--- src/rtl/cod2de5_display_mux.sv ---
// cod2de5_display_mux
//   Accepts 2-of-5 code words (weights 7-4-2-1-0) over a valid/ready
//   handshake and checks them. Accepted words go into an N_DIGITS-deep
//   shift buffer that drives a time-multiplexed common-anode 7-segment
//   display. Invalid words are counted in a saturating counter.
//
//   Optional feature macro: COD2DE5_ERR_SYMBOL_EN
//     defined   - invalid words shift into the buffer and show "E"
//     undefined - invalid words are only counted
//
// Ports:
//   clk       system clock, all state on rising edge
//   rst       synchronous active-high reset
//   clr       synchronous clear of buffer and error counter (scan kept)
//   in_code   code word, bit[4..0] = weights 7,4,2,1,0
//   in_valid  in_code valid this cycle
//   in_ready  block accepts a word this cycle (!rst && !clr)
//   seg       {g,f,e,d,c,b,a}, active-low
//   an        digit enable, active-low, one-hot-low
//   err_cnt   saturating count of invalid words accepted
module cod2de5_display_mux #(
    parameter int N_DIGITS = 4,
    parameter int SCAN_DIV = 1000,
    parameter int ERR_W    = 4
) (
    input  logic                clk,
    input  logic                rst,
    input  logic                clr,
    input  logic [4:0]          in_code,
    input  logic                in_valid,
    output logic                in_ready,
    output logic [6:0]          seg,
    output logic [N_DIGITS-1:0] an,
    output logic [ERR_W-1:0]    err_cnt
);

    localparam int DIV_W = (SCAN_DIV > 1) ? $clog2(SCAN_DIV) : 1;
    localparam int IDX_W = (N_DIGITS > 1) ? $clog2(N_DIGITS) : 1;

`ifdef COD2DE5_ERR_SYMBOL_EN
    localparam bit ERR_SYMBOL_EN = 1'b1;
`else
    localparam bit ERR_SYMBOL_EN = 1'b0;
`endif

    typedef enum logic {KIND_DIGIT, KIND_ERROR} kind_t;

    typedef struct packed {
        logic       used;
        kind_t      kind;
        logic [3:0] value;
    } entry_t;

    entry_t             digits_q [N_DIGITS];
    logic [DIV_W-1:0]   div_q;
    logic [IDX_W-1:0]   idx_q;

    logic               code_ok;
    logic [3:0]         code_val;
    logic               transfer;
    logic               store;
    entry_t             new_entry;

    assign in_ready = !rst && !clr;
    assign transfer = in_valid && in_ready;
    // Invalid words only enter the buffer when the error symbol is enabled.
    assign store    = transfer && (code_ok || ERR_SYMBOL_EN);

    always_comb begin
        code_ok  = 1'b1;
        code_val = 4'd0;
        unique case (in_code)
            5'b11000: code_val = 4'd0;
            5'b00011: code_val = 4'd1;
            5'b00101: code_val = 4'd2;
            5'b00110: code_val = 4'd3;
            5'b01001: code_val = 4'd4;
            5'b01010: code_val = 4'd5;
            5'b01100: code_val = 4'd6;
            5'b10001: code_val = 4'd7;
            5'b10010: code_val = 4'd8;
            5'b10100: code_val = 4'd9;
            default:  code_ok  = 1'b0;
        endcase
    end

    always_comb begin
        new_entry.used  = 1'b1;
        new_entry.kind  = code_ok ? KIND_DIGIT : KIND_ERROR;
        new_entry.value = code_val;
    end

    function automatic logic [6:0] glyph(input entry_t e);
        logic [6:0] g;
        g = 7'h7F;
        if (e.used && e.kind == KIND_ERROR) begin
            g = 7'h06;
        end else if (e.used) begin
            unique case (e.value)
                4'd0:    g = 7'h40;
                4'd1:    g = 7'h79;
                4'd2:    g = 7'h24;
                4'd3:    g = 7'h30;
                4'd4:    g = 7'h19;
                4'd5:    g = 7'h12;
                4'd6:    g = 7'h02;
                4'd7:    g = 7'h78;
                4'd8:    g = 7'h00;
                4'd9:    g = 7'h10;
                default: g = 7'h7F;
            endcase
        end
        return g;
    endfunction

    always_ff @(posedge clk) begin
        if (rst) begin
            for (int unsigned i = 0; i < N_DIGITS; i++) begin
                digits_q[i] <= '0;
            end
            err_cnt <= '0;
            div_q   <= '0;
            idx_q   <= '0;
            seg     <= 7'h7F;
            an      <= '1;
        end else begin
            if (div_q == DIV_W'(SCAN_DIV - 1)) begin
                div_q <= '0;
                idx_q <= (idx_q == IDX_W'(N_DIGITS - 1)) ? '0 : idx_q + IDX_W'(1);
            end else begin
                div_q <= div_q + DIV_W'(1);
            end

            // Display outputs follow the pre-edge index and buffer contents.
            an  <= ~(N_DIGITS'(1) << idx_q);
            seg <= glyph(digits_q[idx_q]);

            if (clr) begin
                for (int unsigned i = 0; i < N_DIGITS; i++) begin
                    digits_q[i] <= '0;
                end
                err_cnt <= '0;
            end else if (transfer) begin
                if (!code_ok && err_cnt != '1) begin
                    err_cnt <= err_cnt + ERR_W'(1);
                end
                if (store) begin
                    for (int unsigned i = N_DIGITS - 1; i >= 1; i--) begin
                        digits_q[i] <= digits_q[i-1];
                    end
                    digits_q[0] <= new_entry;
                end
            end
        end
    end

endmodule

--- config.mk ---
export PLATFORM = sky130hd
export DESIGN_NAME = cod2de5_display_mux
export DESIGN_NICKNAME = d
export VERILOG_FILES = /design/src/rtl/cod2de5_display_mux.sv
export SDC_FILE = /design/constraint.sdc
export NUM_CORES = 1
export LEC_CHECK = 0
export ABC_AREA = 1
export BUFFER_PORTS_ARGS = -buffer_cell sky130_fd_sc_hd__buf_2
export CAP_MARGIN = 20
export CORE_ASPECT_RATIO = 0.9
export CORE_UTILIZATION = 40
export CTS_BUF_LIST = sky130_fd_sc_hd__clkbuf_8
export DETAILED_ROUTE_END_ITERATION = 10
export GPL_TIMING_DRIVEN = 0
export PLACE_DENSITY = 0.55
export SLEW_MARGIN = 20
export SYNTH_ARGS = -nofsm -noshare
export SYNTH_HDL_FRONTEND = slang
export SYNTH_SLANG_ARGS = --single-unit
--- constraint.sdc ---
create_clock -name clk -period 4.4 [get_ports clk]
set_clock_uncertainty 0.2 [all_clocks]
set_input_delay 0.88 -clock clk [delete_from_list [all_inputs] [get_ports clk]]
set_output_delay 0.88 -clock clk [all_outputs]
set_load 0.02 [all_outputs]
* Word-level counts from Yosys, hierarchy flattened
Memories as Yosys holds them, arrays and structs flattened. A register that Yosys moved wholly into a read port is not among the register bits.
Cells that the tools add are included.
** Word-level totals
- Flip-flop bits (word level) :: 27
- Bits in latches :: 0
- RAM bits :: 24
- Bits in read-only memories :: 112
- Output and inout port bits :: 16
- Memories kept :: 2
** Memories
- (name not given) :: depth 16, width 7, read ports 1, clocked after Yosys merged registers in 0, write ports 0, line 99 : unique case (e.value)
- digits_q :: depth 4, width 6, read ports 4, clocked after Yosys merged registers in 1, write ports 4, line 54 : entry_t digits_q [N_DIGITS];
** Operators by class
- Add/subtract/negate cells :: 3
- Multipliers :: 0
- Div/mod/pow operators :: 0
- Order comparisons :: 0
- Equal/unequal tests :: 13
- Shift-type cells :: 1
- Muxes and demuxes :: 26
- Bitwise logic cells :: 10
- Reduce and logical (&&, ||, !) cells :: 13
** Operators with widths (count)
- $mux W6 :: 8
- $pmux W4 S9 :: 1
- $eq A5 B5 Y1 const B :: 4
- $eq A5 B4 Y1 const B :: 3
- $mux W7 :: 2
- $mux W1 :: 12
- $add A10 B1 Y10 const B :: 1
- $eq A10 B10 Y1 const B :: 1
- $eq A5 B3 Y1 const B :: 2
- $reduce_or A10 Y1 :: 1
- $or A1 B1 Y1 :: 8
- $mux W2 :: 3
- $eq A5 B2 Y1 const B :: 1
- $logic_and A1 B1 Y1 :: 5
- $add A4 B1 Y4 const B :: 1
- $ne A4 B4 Y1 const B :: 1
- $not A4 Y4 :: 1
- $reduce_or A2 Y1 :: 2
- $shl A1 B2 Y4 const A :: 1
- $logic_not A1 Y1 :: 3
- $reduce_or A3 Y1 :: 1
- $add A2 B1 Y2 const B :: 1
- $eq A2 B2 Y1 const B :: 1
- $reduce_and A2 Y1 :: 1
- $not A1 Y1 :: 1

* Depth between registers and ports, before layout
Gate-level depths: netlist (run 1).
- Depth after elaboration :: 10
- Depth in mapped cells :: 12

* Worst setup path before layout (run 1)
Ideal clock, no wire load.
- Path kind :: input to register
- From :: in in_code[4]
- To :: mem digits_q[0][0] (netlist bit), enable pin
- Arrival time :: 2.028 ns
- Data required time :: 3.850 ns
- Slack :: 1.822 ns
- Stages :: 9
- Path buffers :: 2
- Cells stage by stage :: buf_6 nor3_1 nand2_1 nand2_2 nor2_4 nand3_4 nand2_4 buf_6 nand2_1
** RTL lines
- from (decl) :: line 29 : input logic [4:0] in_code,
- to (decl) :: line 54

==> run_results.csv, run 1 <==
group,metric,value,unit
logic_synthesis,synth_top_area_share,0.2695,
critical_path,startpoint_type,"primary input",
logic_synthesis,ys_types,33,
logic_synthesis,synth_cells,316,
worst_hold_path,min_path_type,"reg2reg",
global_routing,grt_pass1_wl,8.576,mm
power,combPwrFrac,0.094,
logic_synthesis,synth_fp_nets,337,
worst_hold_path,hold_depth,1,
floorplan,core_area,6182,um2
clock_network,clkSinkCount,53,
sta,finalSetupViolCount,0,
power,p_leak,1.249,nW
logic_synthesis,netlist_top_cells_area,"dfxtp_1, edfxtp_1, nand2_1, inv_1, ha_1",
final_layout,fin_util,0.4756,
logic_synthesis,syn_area_per_cell,8.228,um2
detailed_routing,wl_per_cell,11.00,um
critical_path,crit_arrival,2.42,ns
final_layout,num-nets-final,367,
power,power.share.clock,0.353,
clock_network,clk_path_buf_depth,2,
detailed_routing,drt_pass1_iterations,5,
sta,setup-tns-final,0,ns
clock_network,clk_latency,0.30,ns
global_routing,grt_pass1_vias,1947,
detailed_routing,vias,2009,
logic_synthesis,syn_area,2600,um2
final_layout,drive_gt1_frac,0.1499,
global_routing,overflow,0,
detailed_routing,antenna_left,0,
sta,whs,0.2561,ns
detailed_routing,drc,0,
clock_network,cts_tree,"yes",
floorplan,num_rows,27,
placement,portBuffers,23,
global_routing,track_usage,0.1618,
logic_synthesis,yosys_warnings,0,
clock_network,numCtsBuffers,5,
critical_path,cp_max_fo,12,
power,power_density,324.1,nW/um2
final_layout,antenna_cells,0,
sta,tightest_slew,0.5226,ns
placement,pre_cts_slack,1.390,ns
floorplan,die_y,78.49,um
sta,rsz0062_at_grt,"no",
global_routing,antenna_found_initial,0,
floorplan,die-area,6827,um2
power,sequentialPowerShare,0.553,
power,switchingPower,0.2203,mW
run_status,status,"finished clean",
clock_network,hold_buffers,0,
clock_network,post_cts_buffers,0,
logic_synthesis,ys_seq_area_frac,0.4774,
clock_network,clkTransAtPathRegs,0.09,ns
sta,fmax,373.8,MHz
clock_network,ctsResizeCount,0,
logic_synthesis,synth_area_leader_cell,"dfxtp_1",
sta,drv_slew,0,
power,power.internal,0.7326,mW
detailed_routing,routed_wirelength,4.776,mm
sta,fin_ws,1.725,ns
global_routing,grt_max_degree,16,
floorplan,die_w,86.99,um
placement,dp_hpwl,3.511,mm
critical_path,crit_type,"in2reg",
floorplan,start_util,0.4206,
critical_path,worst_ep_required_time,4.15,ns
clock_network,h-tree-depth,2,
floorplan,io_pins,25,
power,vdd_drop_max,127.5,uV
critical_path,r2r_cells,10,
run,drv_cap,0,
detailed_routing,avgViaCountPerCell,4.629,
sta,final_hold_viol_count,0,
detailed_routing,drtIter0Drc,91,
power,switching_share,0.2312,
logic_synthesis,ys_seq_elements,53,
sta,post-route-period-util,0.6080,
sta,min_period,2.675,ns
placement,place_congestion,0.8195,
critical_path,worst_setup_path_end_kind,"register",
sta,max_slew_margin,0.6508,
final_layout,syn_to_final_growth,13.09,%
clock_network,cts_root_buf,"clkbuf_8",
area by class of cell:
type / count / area [um2]
Buffer: 5 / 47.55
Clock buffer: 6 / 82.58
Clock inverter: 2 / 33.78
Fill cell: 639 / 3242
Inverter: 45 / 168.9
Multi-Input combinational cell: 213 / 1142
Sequential cell: 53 / 1241
Tap cell: 87 / 108.9
Timing Repair Buffer: 23 / 115.1
flip-flops by register name, indices dropped and copies added, names as in the netlist, named ones only:
name and cells:
div_q 10, seg 7, idx_q 2, an 4, err_cnt 4, digits_q 24
worst max-delay path, stage by stage:
cell	delay, ns
buf_2	0.11
nor2_1	0.25
nand2_1	0.08
o21ai_1	0.17
inv_1	0.12
nand3_4	0.15
nand2_4	0.10
buf_6	0.16
nand2_1	0.39
per-stage QoR:
step	power, mW	cells	cell area, um2
floorplan	0.6029	316	2600
global placement	0.6281	426	2824
detailed placement	0.6290	426	2824
CTS	0.9706	434	2940
global route	1.003	434	2940
finish	0.9529	434	2940
layer usage:
| metal | wire, um | GRT usage |
|---|---|---|
| met5 | 0 | 0 |
| met3 | 156 | 0.03155 |
| met1 | 2466 | 0.2099 |
| met2 | 2075 | 0.2598 |
| met4 | 77 | 0.07167 |
cells in the mapped netlist:
library cell,count
nand2_1,55
inv_1,43
nor2_1,40
dfxtp_1,35
a21oi_1,26
nand3_1,24
edfxtp_1,18
o21ai_0,16
ha_1,12
nand4_1,6
nand3_2,4
nor3_1,4
nor2_2,3
o21ai_1,3
a31oi_1,2
buf_2,2
buf_6,2
inv_2,2
nand2_2,2
nor2_4,2
o211ai_1,2
xor2_1,2
a32o_1,1
and2_1,1
buf_8,1
conb_1,1
nand2_4,1
nand3_4,1
nor3_2,1
nor3b_1,1
o211ai_2,1
or2_0,1
xnor2_1,1
path summary, 6_finish.rpt:
| path | to | from | slack (ns) |
|---|---|---|---|
| max reg2reg | seg[3] | register | 2.37 |
| min | div_q[0] | div_q[0] | 0.26 |
| min reg2reg | div_q[0] | div_q[0] | 0.26 |
| max | digits_q[0][2] | in_code[3] | 1.72 |
cell families (layout without fill, tap and decap cells):
| kind of cell | after synthesis | count (layout) | share of synthesized area |
|---|---|---|---|
| AND/OR/NAND/NOR | 146 | 146 | 0.2642 |
| flip-flops | 53 | 53 | 0.4774 |
| AO/OA/AOI/OAI | 51 | 51 | 0.1059 |
| buffers and inverters | 50 | 81 | 0.08325 |
| adder cells (fa/ha/maj) | 12 | 12 | 0.05775 |
| XOR/XNOR | 3 | 3 | 0.01011 |
| other | 1 | 1 | 0.001442 |
layout by cell type, fill, tap and decap left out, types with 4 or more instances in the layout:
cell,n
edfxtp_1,18
nor3_1,4
o21ai_0,16
dfxtp_1,35
buf_2,25
nand3_2,4
ha_1,12
nand4_1,6
nor2_1,40
inv_1,44
a21oi_1,26
clkbuf_8,6
nand3_1,24
nand2_1,55
power groups by stage:
stage          sequential [mW]  clock [mW]  combinational, mW
6_report                 0.527       0.337             0.0892
5_1_grt                  0.529       0.370              0.103
4_1_cts                  0.527       0.353             0.0906
3_5_place_dp             0.539           0             0.0901
3_3_place_gp             0.539           0             0.0893
2_1_floorplan            0.543           0             0.0603
Note: power is estimated with default switching activity, not from simulation.
==> run 2, diff against run 1 <==
--- a/config.mk
+++ b/config.mk
@@ -13,7 +13,7 @@
 export CTS_BUF_LIST = sky130_fd_sc_hd__clkbuf_8
 export DETAILED_ROUTE_END_ITERATION = 10
 export GPL_TIMING_DRIVEN = 0
-export PLACE_DENSITY = 0.55
+export PLACE_DENSITY = 0.57
 export SLEW_MARGIN = 20
 export SYNTH_ARGS = -nofsm -noshare
 export SYNTH_HDL_FRONTEND = slang
==> constraint.sdc (replaced) <==
create_clock -name clk -period 2.3 [get_ports clk]
set_clock_uncertainty 0.2 [all_clocks]
set_input_delay 0.46 -clock clk [delete_from_list [all_inputs] [get_ports clk]]
set_output_delay 0.46 -clock clk [all_outputs]
set_load 0.02 [all_outputs]
==> run 2 against run 1 <==
Against the previous run: power is 93% higher; critical path depth stayed put; largest cell class unchanged; global-route usage hardly changed; register-to-register slack worse by 2.1 ns; die area stayed put; clock power is 94% higher; final cell count stayed put; sequential share of layout area hardly changed.
==> run_results.csv, run 2 (synthesis results as in run 1) <==
group,metric,value,unit
detailed_routing,avgViaCountPerCell,4.703,
final_layout,top_register,"digits_q",
critical_path,cp_max_fo,12,
critical_path,crit_arrival,1.87,ns
run_status,status,"finished clean",
global_routing,met1_usage,0.2188,
detailed_routing,drt_pass1_iterations,4,
placement,portBuffers,23,
floorplan,io_pins,25,
final_layout,layout_commonest_cell,"nand2_1",
final_layout,layout_common_cells,"nand2_1, inv_1, nor2_1",
critical_path,crit_type,"in2reg",
clock_network,hold_buffers,0,
power,vdd_drop_max,319.9,uV
global_routing,busiest_layer,"met2",
clock_network,cts_root_buf,"clkbuf_8",
critical_path,path_cells,"buf_2 > nor2_1 > nand2_1 > o21ai_1 > inv_1 > nand3_4 > nand2_4 > buf_6 > nand2_2",
worst_hold_path,holdPathEnd,"div_q[0]",
critical_path,r2r-end,"seg[5]",
floorplan,die_y,78.49,um
global_routing,track_usage,0.1620,
global_routing,overflow,0,
clock_network,clkSinkCount,53,
floorplan,die_w,86.99,um
power,p_total,1.834,mW
sta,rsz0062_at_grt,"no",
placement,dp_hpwl,3.525,mm
sta,drv_slew,0,
final_layout,fin_util,0.4762,
detailed_routing,antenna_left,0,
final_layout,final_cells,434,
clock_network,clkTransAtPathRegs,0.10,ns
floorplan,die-area,6827,um2
global_routing,use_met2,0.2622,
critical_path,worst_ep_required_time,2.08,ns
critical_path,worst_setup_path_end_kind,"register",
global_routing,grt_max_degree,16,
worst_hold_path,worstHoldStart,"div_q[0]",
final_layout,largestRegisters,"digits_q: 24 flops, div_q: 10 flops, seg: 7 flops",
final_layout,antenna_cells,0,
power,p_leak,1.249,nW
sta,fmax,477.3,MHz
floorplan,core_area,6182,um2
critical_path,startpoint_type,"primary input",
detailed_routing,routed_wirelength,4.810,mm
sta,final_hold_viol_count,0,
global_routing,antenna_found_initial,0,
sta,post-route-period-util,0.9108,
clock_network,h-tree-depth,2,
critical_path,cp_slowest_stage_delay,0.26,ns
detailed_routing,drtIter0Drc,53,
worst_hold_path,hold_depth,1,
sta,setup-tns-final,0,ns
detailed_routing,drc,0,
detailed_routing,wl_per_cell,11.08,um
final_layout,syn_to_final_growth,13.23,%
final_layout,num-nets-final,367,
clock_network,clk_latency,0.30,ns
placement,dpl.cell_count,426,
critical_path,crit_path_top_delay_cell,"nand2_2",
final_layout,drive_gt1_frac,0.1556,
floorplan,num_rows,27,
global_routing,grt_pass1_wl,8.756,mm
global_routing,grt_util_met3,0.03155,
critical_path,r2r_cells,12,
clock_network,cts_tree,"yes",
sta,min_period,2.095,ns
clock_network,numCtsBuffers,5,
global_routing,grt_pass1_vias,1973,
critical_path,reg2reg_slack,0.30,ns
floorplan,start_util,0.4206,
run,drv_cap,0,
clock_network,clk_path_buf_depth,2,
sta,finalSetupViolCount,0,
final_layout,fillers,640,
placement,place_congestion,0.7902,
power,power_density,623.1,nW/um2
final_layout,largest_reg_flops,24,
detailed_routing,vias,2041,
worst_hold_path,min_path_type,"reg2reg",
[run 2: cell counts in the layout (fill, tap and decap cells not counted)]
Identical to the previous run, type by type.
[run 2: power breakdown]
group          total [mW]  switching, mW  leakage [nW]  internal (mW)
Combinational       0.171          0.116         0.703         0.0547
Sequential           1.01         0.0128         0.484          0.997
Clock               0.654          0.303        0.0626          0.351
[run 2: critical path, delay by kind of cell]
family	cells	cell delay, ns
AOI/OAI and AO/OA	1	0.19
buffers and inverters	3	0.40
and+or+nand+nor	5	0.83
[run 2: per-layer routing]
metal  wire length [um]  share of wire
met2               2117           0.44
met4                 36         0.0075
met5                  0              0
met1               2474           0.51
met3                182          0.038
[run 2: final cells by class]
| type | instances | area [um2] | share of cell area |
|---|---|---|---|
| multi-input cells | 213 | 1145 | 0.3889 |
| flip-flops and latches | 53 | 1242 | 0.4220 |
| repair buffers | 23 | 115.1 | 0.03910 |
| well taps | 87 | 108.9 | 0.03697 |
| plain buffers | 5 | 47.55 | 0.01615 |
| clock inverters | 2 | 33.78 | 0.01147 |
| inverters | 45 | 168.9 | 0.05737 |
| clock buffers | 6 | 82.58 | 0.02805 |
[run 2: worst max-delay path by stage]
| stage | start | to | slack, ns | cells past startpoint |
|---|---|---|---|---|
| global route | register | seg[5] | 0.06 | 12 |
| floorplan | in_code[4] | digits_q[0][0] | 0.14 | 9 |
| global placement | in_code[3] | digits_q[2][5] | -0.31 | 9 |
| detailed placement | in_code[3] | digits_q[2][5] | -0.33 | 9 |
| finish | in_code[3] | digits_q[2][2] | 0.21 | 9 |
| CTS | in_code[3] | digits_q[2][2] | 0.006 | 9 |
[run 2: stage by stage]
step / hold WS, ns / instance area, um2 / worst slack, ns
final: 0.2518 / 2944 / 0.2051
after global routing: 0.2843 / 2944 / 0.05647
after CTS: 0.2624 / 2940 / 0.005862
after detailed placement: 0.2406 / 2824 / -0.3271
after global placement: 0.2337 / 2824 / -0.3130
after floorplan: 0.2176 / 2600 / 0.1415
[run 2: repair_timing]
| action | CTS | global route |
|---|---|---|
| endpoints found under the setup margin | 0 | 13 |
| setup buffers | 0 | 0 |
| resized for setup | 0 | 2 |
==> run 3, diff against run 2 <==
--- a/config.mk
+++ b/config.mk
@@ -9,11 +9,11 @@
 export BUFFER_PORTS_ARGS = -buffer_cell sky130_fd_sc_hd__buf_2
 export CAP_MARGIN = 20
 export CORE_ASPECT_RATIO = 0.9
-export CORE_UTILIZATION = 40
+export CORE_UTILIZATION = 55
 export CTS_BUF_LIST = sky130_fd_sc_hd__clkbuf_8
 export DETAILED_ROUTE_END_ITERATION = 10
 export GPL_TIMING_DRIVEN = 0
-export PLACE_DENSITY = 0.57
+export PLACE_DENSITY = 0.75
 export SLEW_MARGIN = 20
 export SYNTH_ARGS = -nofsm -noshare
 export SYNTH_HDL_FRONTEND = slang
==> run 3 against run 2 <==
Against the previous run: power fell by 0.40%; sequential share of layout area rose by 0.39 points; highest routed layer unchanged; die area is 27% lower; fmax up 1.8%; final cell count fell by 5.8%.
==> run_results.csv, run 3 (synthesis results as in run 1) <==
group,metric,value,unit
detailed_routing,drtIter0Drc,99,
clock_network,cts_root_buf,"clkbuf_8",
clock_network,post_cts_buffers,0,
floorplan,core_area,4489,um2
power,p_leak,1.248,nW
global_routing,grt_pass1_wl,7.521,mm
sta,min_period,2.058,ns
final_layout,syn_to_final_growth,12.08,%
critical_path,cp_max_fo,12,
sta,post-route-period-util,0.8947,
critical_path,startpoint_type,"primary input",
clock_network,clkTransAtPathRegs,0.09,ns
final_layout,top_register,"digits_q",
detailed_routing,antenna_left,0,
sta,rsz0062_at_grt,"no",
power,power_density,627.0,nW/um2
floorplan,io_pins,25,
final_layout,layout_common_cells,"nand2_1, inv_1, nor2_1",
final_layout,num-nets-final,367,
power,switchingPower,0.4211,mW
power,power.internal,1.406,mW
run,drv_cap,0,
floorplan,num_rows,23,
critical_path,crit_arrival,1.84,ns
floorplan,start_util,0.5792,
power,sequentialPowerShare,0.552,
clock_network,numCtsBuffers,5,
global_routing,overflow,0,
floorplan,die_w,74.48,um
worst_hold_path,worstHoldStart,"div_q[0]",
global_routing,antenna_found_initial,0,
run_status,status,"finished clean",
sta,fin_ws,0.2421,ns
sta,final_hold_viol_count,0,
floorplan,die_y,67.23,um
sta,fmax,485.9,MHz
sta,setup-tns-final,0,ns
placement,place_congestion,0.8275,
clock_network,cts_tree,"yes",
placement,placed_cell_area,2793,um2
sta,drv_slew,0,
detailed_routing,routed_wirelength,4.507,mm
global_routing,track_usage,0.1990,
global_routing,grt_max_degree,17,
critical_path,worst_ep_required_time,2.08,ns
final_layout,largestRegisters,"digits_q: 24 flops, div_q: 10 flops, seg: 7 flops",
placement,portBuffers,23,
placement,pre_cts_slack,-0.2756,ns
floorplan,die-area,5007,um2
power,power.share.clock,0.355,
critical_path,crit_type,"in2reg",
final_layout,final_area,2914,um2
power,combPwrFrac,0.093,
detailed_routing,vias,2060,
clock_network,clkSinkCount,53,
final_layout,fillers,419,
sta,whs,0.2471,ns
final_layout,fin_util,0.6491,
power,switching_share,0.2305,
critical_path,cp-startpoint,"in_code[3]",
placement,dp_hpwl,3.361,mm
power,vdd_drop_max,397.9,uV
detailed_routing,avgViaCountPerCell,5.037,
final_layout,largest_reg_flops,24,
final_layout,drive_gt1_frac,0.1556,
critical_path,worst_setup_path_end_kind,"register",
global_routing,grt_pass1_vias,1773,
clock_network,clk_path_buf_depth,2,
detailed_routing,drc,0,
clock_network,clk_latency,0.31,ns
detailed_routing,wl_per_cell,11.02,um
final_layout,layout_commonest_cell,"nand2_1",
clock_network,h-tree-depth,2,
worst_hold_path,min_path_type,"reg2reg",
final_layout,antenna_cells,0,
detailed_routing,drt_pass1_iterations,4,
sta,finalSetupViolCount,0,
run 3: worst max-delay path, cell delays in order:
cell and delay (ns):
buf_2 0.11, nor2_1 0.24, nand2_1 0.08, o21ai_1 0.19, inv_1 0.11, nand3_4 0.14, nand2_4 0.10, buf_6 0.16
nand2_2 0.24
run 3: path summary, 6_finish.rpt:
check                           slack (ns)        endpoint  cells past startpoint
worst max-delay path                  0.24  digits_q[0][0]                      9
worst max register to register        0.25          seg[3]                     10
worst min register to register        0.25        div_q[0]                      1
worst min-delay path                  0.25        div_q[0]                      1
run 3: timing repair:
action                                  4_1_cts  5_1_grt
hold buffers                                  0        0
gates resized for setup                       0        1
endpoints found under the hold margin         0        0
endpoints found under the setup margin        0       12
run 3: through the flow:
stage | total power, mW | instances
2_1_floorplan | 1.153 | 316
3_3_place_gp | 1.196 | 401
3_5_place_dp | 1.200 | 401
4_1_cts | 1.844 | 409
5_1_grt | 1.914 | 409
6_report | 1.827 | 409
run 3: power by group through the flow:
stage                     Sequential [mW]  Clock (mW)  Combinational (mW)
final                                1.01       0.649               0.169
after floorplan                      1.04           0               0.115
after detailed placement             1.03           0               0.169
after global routing                 1.01       0.707               0.194
after CTS                            1.01       0.666               0.169
after global placement               1.03           0               0.166
run 3: per-layer routing:
layer	up-vias	wire [um]	part of all wire	track usage
met5	-	0	0	0
met4	0	42	0.0093	0.05896
met3	5	171	0.038	0.05970
met2	46	2058	0.46	0.3243
met1	916	2234	0.50	0.2547
li1	1093	-	-	-
run 3: cell type report:
type / instances / area (um2) / share of cell area
multi-input combinational: 213 / 1145 / 0.3929
tap: 62 / 77.57 / 0.02662
buffer: 5 / 47.55 / 0.01632
timing repair buffer: 23 / 115.1 / 0.03950
sequential: 53 / 1241 / 0.4259
clock buffer: 6 / 82.58 / 0.02834
inverter: 45 / 168.9 / 0.05796
clock inverter: 2 / 36.28 / 0.01245
